--- src/rtl/uart_tx_fifo.sv ---
// rtl/uart_tx_fifo.sv - UART transmitter with an integrated transmit FIFO
// Frames go out LSB first, back-to-back while the FIFO holds data.
module uart_tx_fifo #(
  parameter int DATA_BITS   = 8,
  parameter int PARITY_MODE = 0,
  parameter int STOP_BITS   = 1,
  parameter int FIFO_DEPTH  = 4,
  parameter int DIV_WIDTH   = 16
) (
  input  logic                          i_Clock,
  input  logic                          i_Reset,
  input  logic [DIV_WIDTH-1:0]          i_Clks_Per_Bit,
  input  logic                          i_Tx_DV,
  input  logic [DATA_BITS-1:0]          i_Tx_Byte,
  output logic                          o_Tx_Ready,
  output logic                          o_Tx_Serial,
  output logic                          o_Tx_Active,
  output logic                          o_Tx_Done,
  output logic                          o_Tx_Drop,
  output logic [$clog2(FIFO_DEPTH):0]   o_Fifo_Count
);
  localparam int AW = $clog2(FIFO_DEPTH);
  localparam int CW = AW + 1;
  localparam logic [DIV_WIDTH-1:0] MIN_DIV = DIV_WIDTH'(4);

  typedef enum logic [2:0] {S_IDLE, S_START, S_DATA, S_PARITY, S_STOP} state_t;

  state_t                state_q, state_d;
  logic [DATA_BITS-1:0]  mem_q [FIFO_DEPTH];
  logic [AW-1:0]         wr_ptr_q, wr_ptr_d, rd_ptr_q, rd_ptr_d;
  logic [CW-1:0]         count_q, count_d;
  logic [DIV_WIDTH-1:0]  bit_cnt_q, bit_cnt_d, deff_q, deff_d;
  logic [3:0]            idx_q, idx_d;
  logic [DATA_BITS-1:0]  shift_q, shift_d;
  logic                  parity_q, parity_d;
  logic                  serial_q, serial_d;
  logic                  active_q, active_d;
  logic                  done_q, done_d;
  logic                  drop_q, drop_d;
  logic                  push, load, bit_end, fifo_empty;
  logic [DATA_BITS-1:0]  head;

  assign fifo_empty   = (count_q == '0);
  assign o_Tx_Ready   = (count_q != CW'(FIFO_DEPTH));
  assign push         = i_Tx_DV && o_Tx_Ready;
  assign head         = mem_q[rd_ptr_q];
  assign bit_end      = (bit_cnt_q == deff_q - DIV_WIDTH'(1));

  assign o_Tx_Serial  = serial_q;
  assign o_Tx_Active  = active_q;
  assign o_Tx_Done    = done_q;
  assign o_Tx_Drop    = drop_q;
  assign o_Fifo_Count = count_q;

  always_comb begin
    state_d   = state_q;
    bit_cnt_d = bit_cnt_q;
    deff_d    = deff_q;
    idx_d     = idx_q;
    shift_d   = shift_q;
    parity_d  = parity_q;
    serial_d  = serial_q;
    active_d  = active_q;
    done_d    = 1'b0;
    load      = 1'b0;
    case (state_q)
      S_IDLE: begin
        serial_d = 1'b1;
        active_d = 1'b0;
        load     = !fifo_empty;
      end
      S_START: begin
        if (bit_end) begin
          bit_cnt_d = '0;
          idx_d     = '0;
          state_d   = S_DATA;
          serial_d  = shift_q[0];
        end else begin
          bit_cnt_d = bit_cnt_q + DIV_WIDTH'(1);
        end
      end
      S_DATA: begin
        if (bit_end) begin
          bit_cnt_d = '0;
          if (idx_q == 4'(DATA_BITS - 1)) begin
            idx_d = '0;
            if (PARITY_MODE != 0) begin
              state_d  = S_PARITY;
              serial_d = parity_q;
            end else begin
              state_d  = S_STOP;
              serial_d = 1'b1;
            end
          end else begin
            // The line always shows shift_q[0]; shifting exposes the next bit.
            idx_d    = idx_q + 4'd1;
            shift_d  = shift_q >> 1;
            serial_d = shift_q[1];
          end
        end else begin
          bit_cnt_d = bit_cnt_q + DIV_WIDTH'(1);
        end
      end
      S_PARITY: begin
        if (bit_end) begin
          bit_cnt_d = '0;
          idx_d     = '0;
          state_d   = S_STOP;
          serial_d  = 1'b1;
        end else begin
          bit_cnt_d = bit_cnt_q + DIV_WIDTH'(1);
        end
      end
      S_STOP: begin
        if (bit_end) begin
          bit_cnt_d = '0;
          if (idx_q == 4'(STOP_BITS - 1)) begin
            done_d   = 1'b1;
            state_d  = S_IDLE;
            serial_d = 1'b1;
            active_d = 1'b0;
            load     = !fifo_empty;
          end else begin
            idx_d = idx_q + 4'd1;
          end
        end else begin
          bit_cnt_d = bit_cnt_q + DIV_WIDTH'(1);
        end
      end
      default: state_d = S_IDLE;
    endcase
    // Frame start from IDLE or straight out of STOP, so back-to-back frames have no gap.
    if (load) begin
      state_d   = S_START;
      bit_cnt_d = '0;
      idx_d     = '0;
      shift_d   = head;
      deff_d    = (i_Clks_Per_Bit < MIN_DIV) ? MIN_DIV : i_Clks_Per_Bit;
      parity_d  = (^head) ^ (PARITY_MODE == 1);
      serial_d  = 1'b0;
      active_d  = 1'b1;
    end
  end

  always_comb begin
    wr_ptr_d = wr_ptr_q + AW'(push);
    rd_ptr_d = rd_ptr_q + AW'(load);
    drop_d   = i_Tx_DV && !o_Tx_Ready;
    case ({push, load})
      2'b10:   count_d = count_q + CW'(1);
      2'b01:   count_d = count_q - CW'(1);
      default: count_d = count_q;
    endcase
  end

  always_ff @(posedge i_Clock) begin
    if (push && !i_Reset) begin
      mem_q[wr_ptr_q] <= i_Tx_Byte;
    end
  end

  always_ff @(posedge i_Clock) begin
    if (i_Reset) begin
      state_q   <= S_IDLE;
      wr_ptr_q  <= '0;
      rd_ptr_q  <= '0;
      count_q   <= '0;
      bit_cnt_q <= '0;
      deff_q    <= '0;
      idx_q     <= '0;
      shift_q   <= '0;
      parity_q  <= 1'b0;
      serial_q  <= 1'b1;
      active_q  <= 1'b0;
      done_q    <= 1'b0;
      drop_q    <= 1'b0;
    end else begin
      state_q   <= state_d;
      wr_ptr_q  <= wr_ptr_d;
      rd_ptr_q  <= rd_ptr_d;
      count_q   <= count_d;
      bit_cnt_q <= bit_cnt_d;
      deff_q    <= deff_d;
      idx_q     <= idx_d;
      shift_q   <= shift_d;
      parity_q  <= parity_d;
      serial_q  <= serial_d;
      active_q  <= active_d;
      done_q    <= done_d;
      drop_q    <= drop_d;
    end
  end
endmodule

--- config.mk ---
export PLATFORM = sky130hd
export DESIGN_NAME = uart_tx_fifo
export DESIGN_NICKNAME = d
export VERILOG_FILES = /design/src/rtl/uart_tx_fifo.sv
export SDC_FILE = /design/constraint.sdc
export NUM_CORES = 1
export LEC_CHECK = 0
export ABC_AREA = 0
export BUFFER_PORTS_ARGS = -buffer_cell sky130_fd_sc_hd__buf_4
export CORE_MARGIN = 2
export CORE_UTILIZATION = 64
export DETAILED_ROUTE_END_ITERATION = 16
export GPL_TIMING_DRIVEN = 0
export PLACE_DENSITY = 0.88
export SLEW_MARGIN = 5
export SYNTH_ARGS = -nofsm -noshare
export SYNTH_HDL_FRONTEND = slang
export SYNTH_SLANG_ARGS = --single-unit
export TNS_END_PERCENT = 5
--- constraint.sdc ---
create_clock -name i_Clock -period 6.3 [get_ports i_Clock]
set_input_delay 0.63 -clock i_Clock [delete_from_list [all_inputs] [get_ports i_Clock]]
set_output_delay 0.63 -clock i_Clock [all_outputs]
set_load 0.01 [all_outputs]
# [Word level (Yosys, flattened, before mapping)]
# Memory sizes are Yosys's and may differ from the RTL's. A register that Yosys moved wholly into a read port is not among the register bits.
# Cells that the tools add are included.
[classes] eq_ne=25 n_addsub=7 n_mux=40 reduce_logical=25 order_cmp=1 bitwise_logic=3
[op_table] op="$mux 16" n=2
[op_table] op="$mux 8" n=4
[op_table] op="$ne 3x3->1 const B" n=7
[op_table] op="$mux 4" n=5
[op_table] op="$mux 3" n=6
[op_table] op="$ne 2x2->1 const B" n=9
[op_table] op="$add 16x1->16 const B" n=1
[op_table] op="$eq 16x16->1" n=1
[op_table] op="$lt 16x3->1 const B" n=1
[op_table] op="$mux 1" n=16
[op_table] op="$sub 16x1->16 const B" n=1
[op_table] op="$pmux 3 s5" n=1
[op_table] op="$reduce_and 7->1" n=2
[op_table] op="$pmux 4 s3" n=1
[op_table] op="$eq 3x2->1 const B" n=2
[op_table] op="$logic_not 3->1" n=2
[op_table] op="$pmux 3 s2" n=1
[op_table] op="$reduce_and 3->1" n=2
[op_table] op="$reduce_and 6->1" n=1
[op_table] op="$reduce_bool 2->1" n=3
[op_table] op="$reduce_bool 3->1" n=2
[op_table] op="$reduce_bool 6->1" n=1
[op_table] op="$pmux 1 s5" n=1
[op_table] op="$reduce_and 5->1" n=1
[op_table] op="19 further kinds" n=28
[word_totals] out_inout_bits=8 ramBits=32 n_memories=1 regBits=58
[mem_list] name="mem_q" depth=4 word_bits=8 rd=1 rd_ports_with_merged_regs=1 wr=1 line="29" rtl="logic [DATA_BITS-1:0] mem_q [FIFO_DEPTH];"

# [Depth between registers and ports, before layout]
[depth] ltp_word=7 ltp_mapped=17 ltp_nobuf=15

# [Worst setup path after synthesis]
# Ideal clock, no wire load.
[synth_timing] path_type="register -> register" start="register deff_q[0]" end="register count_q[2], in the netlist o_Fifo_Count[2]" required_ns=6.229 arrival_ns=3.542 n_path_buf=2 path_slack_ns=2.687 path_stages_with_launch=18 path_cell_list="dfxtp_1 > inv_1 > ha_1 > nor3b_2 > and3_1 > o2111ai_1 > a2111oi_4 > and4_1 > buf_2 > nor2_1 > buf_2 > inv_1 > ha_1 > inv_1 > fa_1 > xor2_1 > or3_1 > a21oi_1"
[synth_between] elab_chain_len=6 word_cells_on_any_way=8 classes_between="add/sub (1); eq/ne (3); mux (3); reduce/logical (1)"
[synth_rtl] item="start, declared" line="32" rtl="logic [DIV_WIDTH-1:0] bit_cnt_q, bit_cnt_d, deff_q, deff_d;"
[synth_rtl] item="start signal, assigned" line="169" rtl="deff_q <= '0;"
[synth_rtl] item="start signal, assigned" line="183" rtl="deff_q <= deff_d;"
[synth_rtl] item="$sub 16x1->16 (*)" line="47" rtl="assign bit_end = (bit_cnt_q == deff_q - DIV_WIDTH'(1));"
[synth_rtl] item="$eq 16x16->1 (*)" line="47"
[synth_rtl] item="$mux 1 (*)" line="115" rtl="if (bit_end) begin"
[synth_rtl] item="$pmux 1 s2 (*)" line="66" rtl="case (state_q)"
[synth_rtl] item="$eq 2x1->1 / $eq 2x2->1 (equally long branches)" line="149" rtl="case ({push, load})"
[synth_rtl] item="$pmux 3 s2 / $reduce_bool 2->1 (equally long branches)"
[synth_rtl] item="end signal, assigned" line="181" rtl="count_q <= count_d;"
[synth_rtl] item="end, declared" line="31" rtl="logic [CW-1:0] count_q, count_d;"
# Mark *: on every way between the ends. The rest lies on a longest branch, timed or not.
# A chain may end at the register's enable or synchronous reset.

# [Worst setup path after layout]
# Ends and elaborated chain as after synthesis.

==> flow_metrics.py <==
metrics = {
    "global_route": {
        "antenna_found_initial": 0,
        "use_met1": 0.317,
        "grt.overflow.total": 0,
        "met3_usage": 0.0504,
        "busiest_layer": "met2",
        "grt_pass1_vias": 3590,
        "grt_usage": 0.277,
        "use_met2": 0.502,
        "grt_start_max_net_pins": 20,
        "grt_pass1_wl_um": 16600,
    },
    "clocking": {
        "root_buffer": "clkbuf_8",
        "clock_latency_ns": 0.38,
        "cts_buffers": 9,
        "cts_tree": "done",
        "hold_buffers": 0,
        "post_cts_resized": 0,
        "cts_buffer_depth": 2,
        "cts_max_level": 3,
        "cts_sinks": 90,
        "cts.reportedPaths.clkPinSlew_ns": 0.10,
        "cts_setup_buffers": 0,
    },
    "detailed_routing": {
        "antenna_left": 0,
        "vias": 3784,
        "drt-vias-per-instance": 6.26,
        "firstDrtPassIters": 5,
        "drc": 0,
        "drt_iter0_drc": 184,
        "wire_per_inst_um": 17.0,
        "wirelength_um": 10300,
    },
    "synth": {
        "synth_area_um2": 4570,
        "synth-seq-cells": 90,
        "synth_nets": 491,
        "async_flop_share": 0,
        "synth_xor_area_frac": 0.0816,
        "synth_top_family_by_area": "simple AND/OR/NAND/NOR gates",
        "synthMuxAreaShare": 0.0482,
        "synth_ff_type": "dfxtp_1",
        "yosys.area_share.simple": 0.207,
        "synth_edf_count": 32,
        "synth-compound-area-share": 0.136,
        "seq_area_frac_synth": 0.464,
        "synth_cell_types": 59,
        "yosys_warnings": 0,
        "syn-mean-instance-area_um2": 10.0,
        "syn_inst": 456,
        "synthAdderAreaFrac": 0.0235,
    },
    "hold_path": {
        "hp-class": "in2reg",
    },
    "die": {
        "fp.dieH_um": 88.5,
        "die_x_um": 88.5,
        "dieArea_um2": 7840,
        "core_um2": 6870,
        "start_util": 0.666,
        "num_rows": 30,
        "io_pins": 35,
    },
    "place": {
        "place.gp.congestion": 0.883,
        "portBuffers": 34,
        "hpwlAfterDp_um": 7660,
    },
    "setup_path": {
        "worst_r2r_path_depth": 17,
        "cpPeakStageDelay_ns": 0.48,
        "worstPathMaxFanout": 10,
        "r2r-start": "deff_q[0]",
        "cp-endpoint": "o_Fifo_Count[2]",
        "required_ns": 6.60,
        "worstPathArrival_ns": 4.58,
        "rr_endpoint": "o_Fifo_Count[2]",
        "crit_type": "reg2reg",
        "ff2ff_setup_slack_ns": 2.03,
        "critical-path-slowest-cell": "a2111oi_4",
        "startpoint": "deff_q[0]",
        "critPathCaptureType": "register",
        "path_common_cell": "inv_1",
        "worst_setup_path_start_kind": "register",
        "path_cells": "inv_1 -> ha_1 -> nor3b_2 -> and3_1 -> o2111ai_1 -> a2111oi_4 -> and4_1 -> buf_2 -> nor2_1 -> buf_2 -> inv_1 -> ha_1 -> inv_1 -> fa_1 -> xor2_1 -> or3_1 -> a21oi_1",
    },
    "sta": {
        "max_freq_ghz": 0.234,
        "setup-tns-final_ns": 0,
        "setup_violations": 0,
        "slew_headroom": 0.529,
        "finalMaxSlewViolations": 0,
        "fin_crit_ns": 4.27,
        "fin_skew_ns": 0.0157,
        "rsz0062_at_grt": "false",
        "finalHoldViolCount": 0,
        "tightest_slew_ns": 0.701,
        "fin_crit_sh": 0.679,
    },
    "power_and_ir_drop": {
        "powerDensity_nw_per_um2": 401,
        "power.total_mw": 2.07,
        "leakagePower_nw": 1.83,
        "ir_worst_vdd_uv": 250,
    },
    "finish": {
        "nNetsFinal": 538,
        "antennaDiodeCount": 0,
        "area_delta_synth_final_pct": 13.0,
        "layout-drive-gt1-share": 0.159,
        "fillers": 479,
    },
    "run": {
        "drv_cap": 0,
    },
    "status": {
        "status": "finished, final reports clean",
    },
}
power breakdown:
| part | internal [mW] | total, mW | switching, mW |
|---|---|---|---|
| clock | 0.158 | 0.391 | 0.233 |
| combinational | 0.386 | 0.872 | 0.486 |
| sequential | 0.698 | 0.806 | 0.108 |
placed cells by master (no fill, tap or decap), types with 7 or more instances in the layout:
cell,synthesis,final
mux4_2,8,8
clkbuf_1,19,19
or3_1,8,8
ha_1,7,7
clkbuf_8,0,9
nor2b_1,16,16
dfxtp_1,58,58
xnor2_1,19,19
nand2_1,14,14
a21oi_1,41,41
nand3_1,28,28
nand4_1,9,9
nor3_1,23,23
o21ai_0,24,24
xor2_1,21,21
edfxtp_1,32,32
inv_1,16,16
buf_4,0,35
nor2_1,22,22
worst min path at each step:
| stage | startpoint | endpoint | slack, ns | cells past startpoint |
|---|---|---|---|---|
| after floorplan | deff_q[15] | deff_q[15] | 0.46 | 2 |
| after global placement | shift_q[7] | shift_q[7] | 0.47 | 2 |
| after detailed placement | idx_q[3] | idx_q[3] | 0.48 | 2 |
| after CTS | i_Tx_Byte[2] | mem_q[0][2] | 0.44 | 1 |
| after global routing | i_Tx_Byte[2] | mem_q[2][2] | 0.44 | 1 |
| final | i_Tx_Byte[3] | mem_q[2][3] | 0.45 | 1 |
synth_stat cells, drive strengths merged (6+ instances only):
cell,instances,area [um^2]
dfxtp,58,1160
a21oi,41,205
edfxtp,32,961
nand3,28,140
nor3,25,135
o21ai,24,120
nor2,22,82.6
xor2,21,184
clkbuf,19,71.3
xnor2,19,166
inv,16,60.1
nor2b,16,100
nand2,14,52.6
nand4,10,68.8
buf,9,47.5
mux4,8,180
nor4,8,56.3
or3,8,50.1
ha,7,87.6
or4,7,63.8
nand2b,6,37.5
o211ai,6,45.0
area by class of cell:
type | instances | area [um^2] | area share
Clock buffer | 9 | 124 | 0.0240
Multi-Input combinational cell | 322 | 2280 | 0.442
Clock inverter | 7 | 71.3 | 0.0138
Buffer | 28 | 119 | 0.0230
Tap cell | 96 | 120 | 0.0232
Timing Repair Buffer | 36 | 268 | 0.0518
Inverter | 16 | 60.1 | 0.0116
Sequential cell | 90 | 2120 | 0.411
metal layers:
metal / wire [um] / vias to the layer above
met5: 0 / -
met1: 4170 / 1851
met3: 501 / 28
met2: 5360 / 120
met4: 249 / 0
li1: - / 1785
critical path: cells and delay by family, from the launching register on:
kind | cells | cell delay [ns]
compound gates | 3 | 0.77
xor+xnor | 1 | 0.16
fa+ha+maj | 3 | 0.87
buf+inv | 5 | 0.67
flops | 1 | 0.42
simple gates | 5 | 1.30
registers in the layout, indices dropped and copies added, names as in the netlist:
| signal | flops |
|---|---|
| deff_q | 16 |
| state_q | 3 |
| o_Fifo_Count | 3 |
| bit_cnt_q | 16 |
| o_Tx_Active | 1 |
| o_Tx_Serial | 1 |
| shift_q | 8 |
| rd_ptr_q | 2 |
| o_Tx_Done | 1 |
| idx_q | 4 |
| o_Tx_Drop | 1 |
| wr_ptr_q | 2 |
| mem_q | 32 |
through the flow:
| stage | utilization | instances | setup WS, ns | hold WS [ns] | instance area, um^2 |
|---|---|---|---|---|---|
| after floorplan | - | 456 | 2.69 | 0.455 | 4570 |
| after global placement | 0.720 | 586 | 2.20 | 0.470 | 4950 |
| after detailed placement | 0.724 | 588 | 2.08 | 0.484 | 4970 |
| after CTS | 0.752 | 604 | 2.06 | 0.441 | 5170 |
| after global routing | 0.752 | 604 | 1.64 | 0.437 | 5170 |
| final | 0.752 | 604 | 2.03 | 0.450 | 5170 |
kinds of logic after synthesis:
| group | count (synthesis) |
|---|---|
| AND/OR/NAND/NOR | 164 |
| AO/OA/AOI/OAI | 97 |
| flip-flops | 90 |
| buffers and inverters | 44 |
| XOR/XNOR | 41 |
| multiplexers | 12 |
| adder cells (fa/ha/maj) | 8 |
No activity file was read; power rests on OpenSTA's default activity.
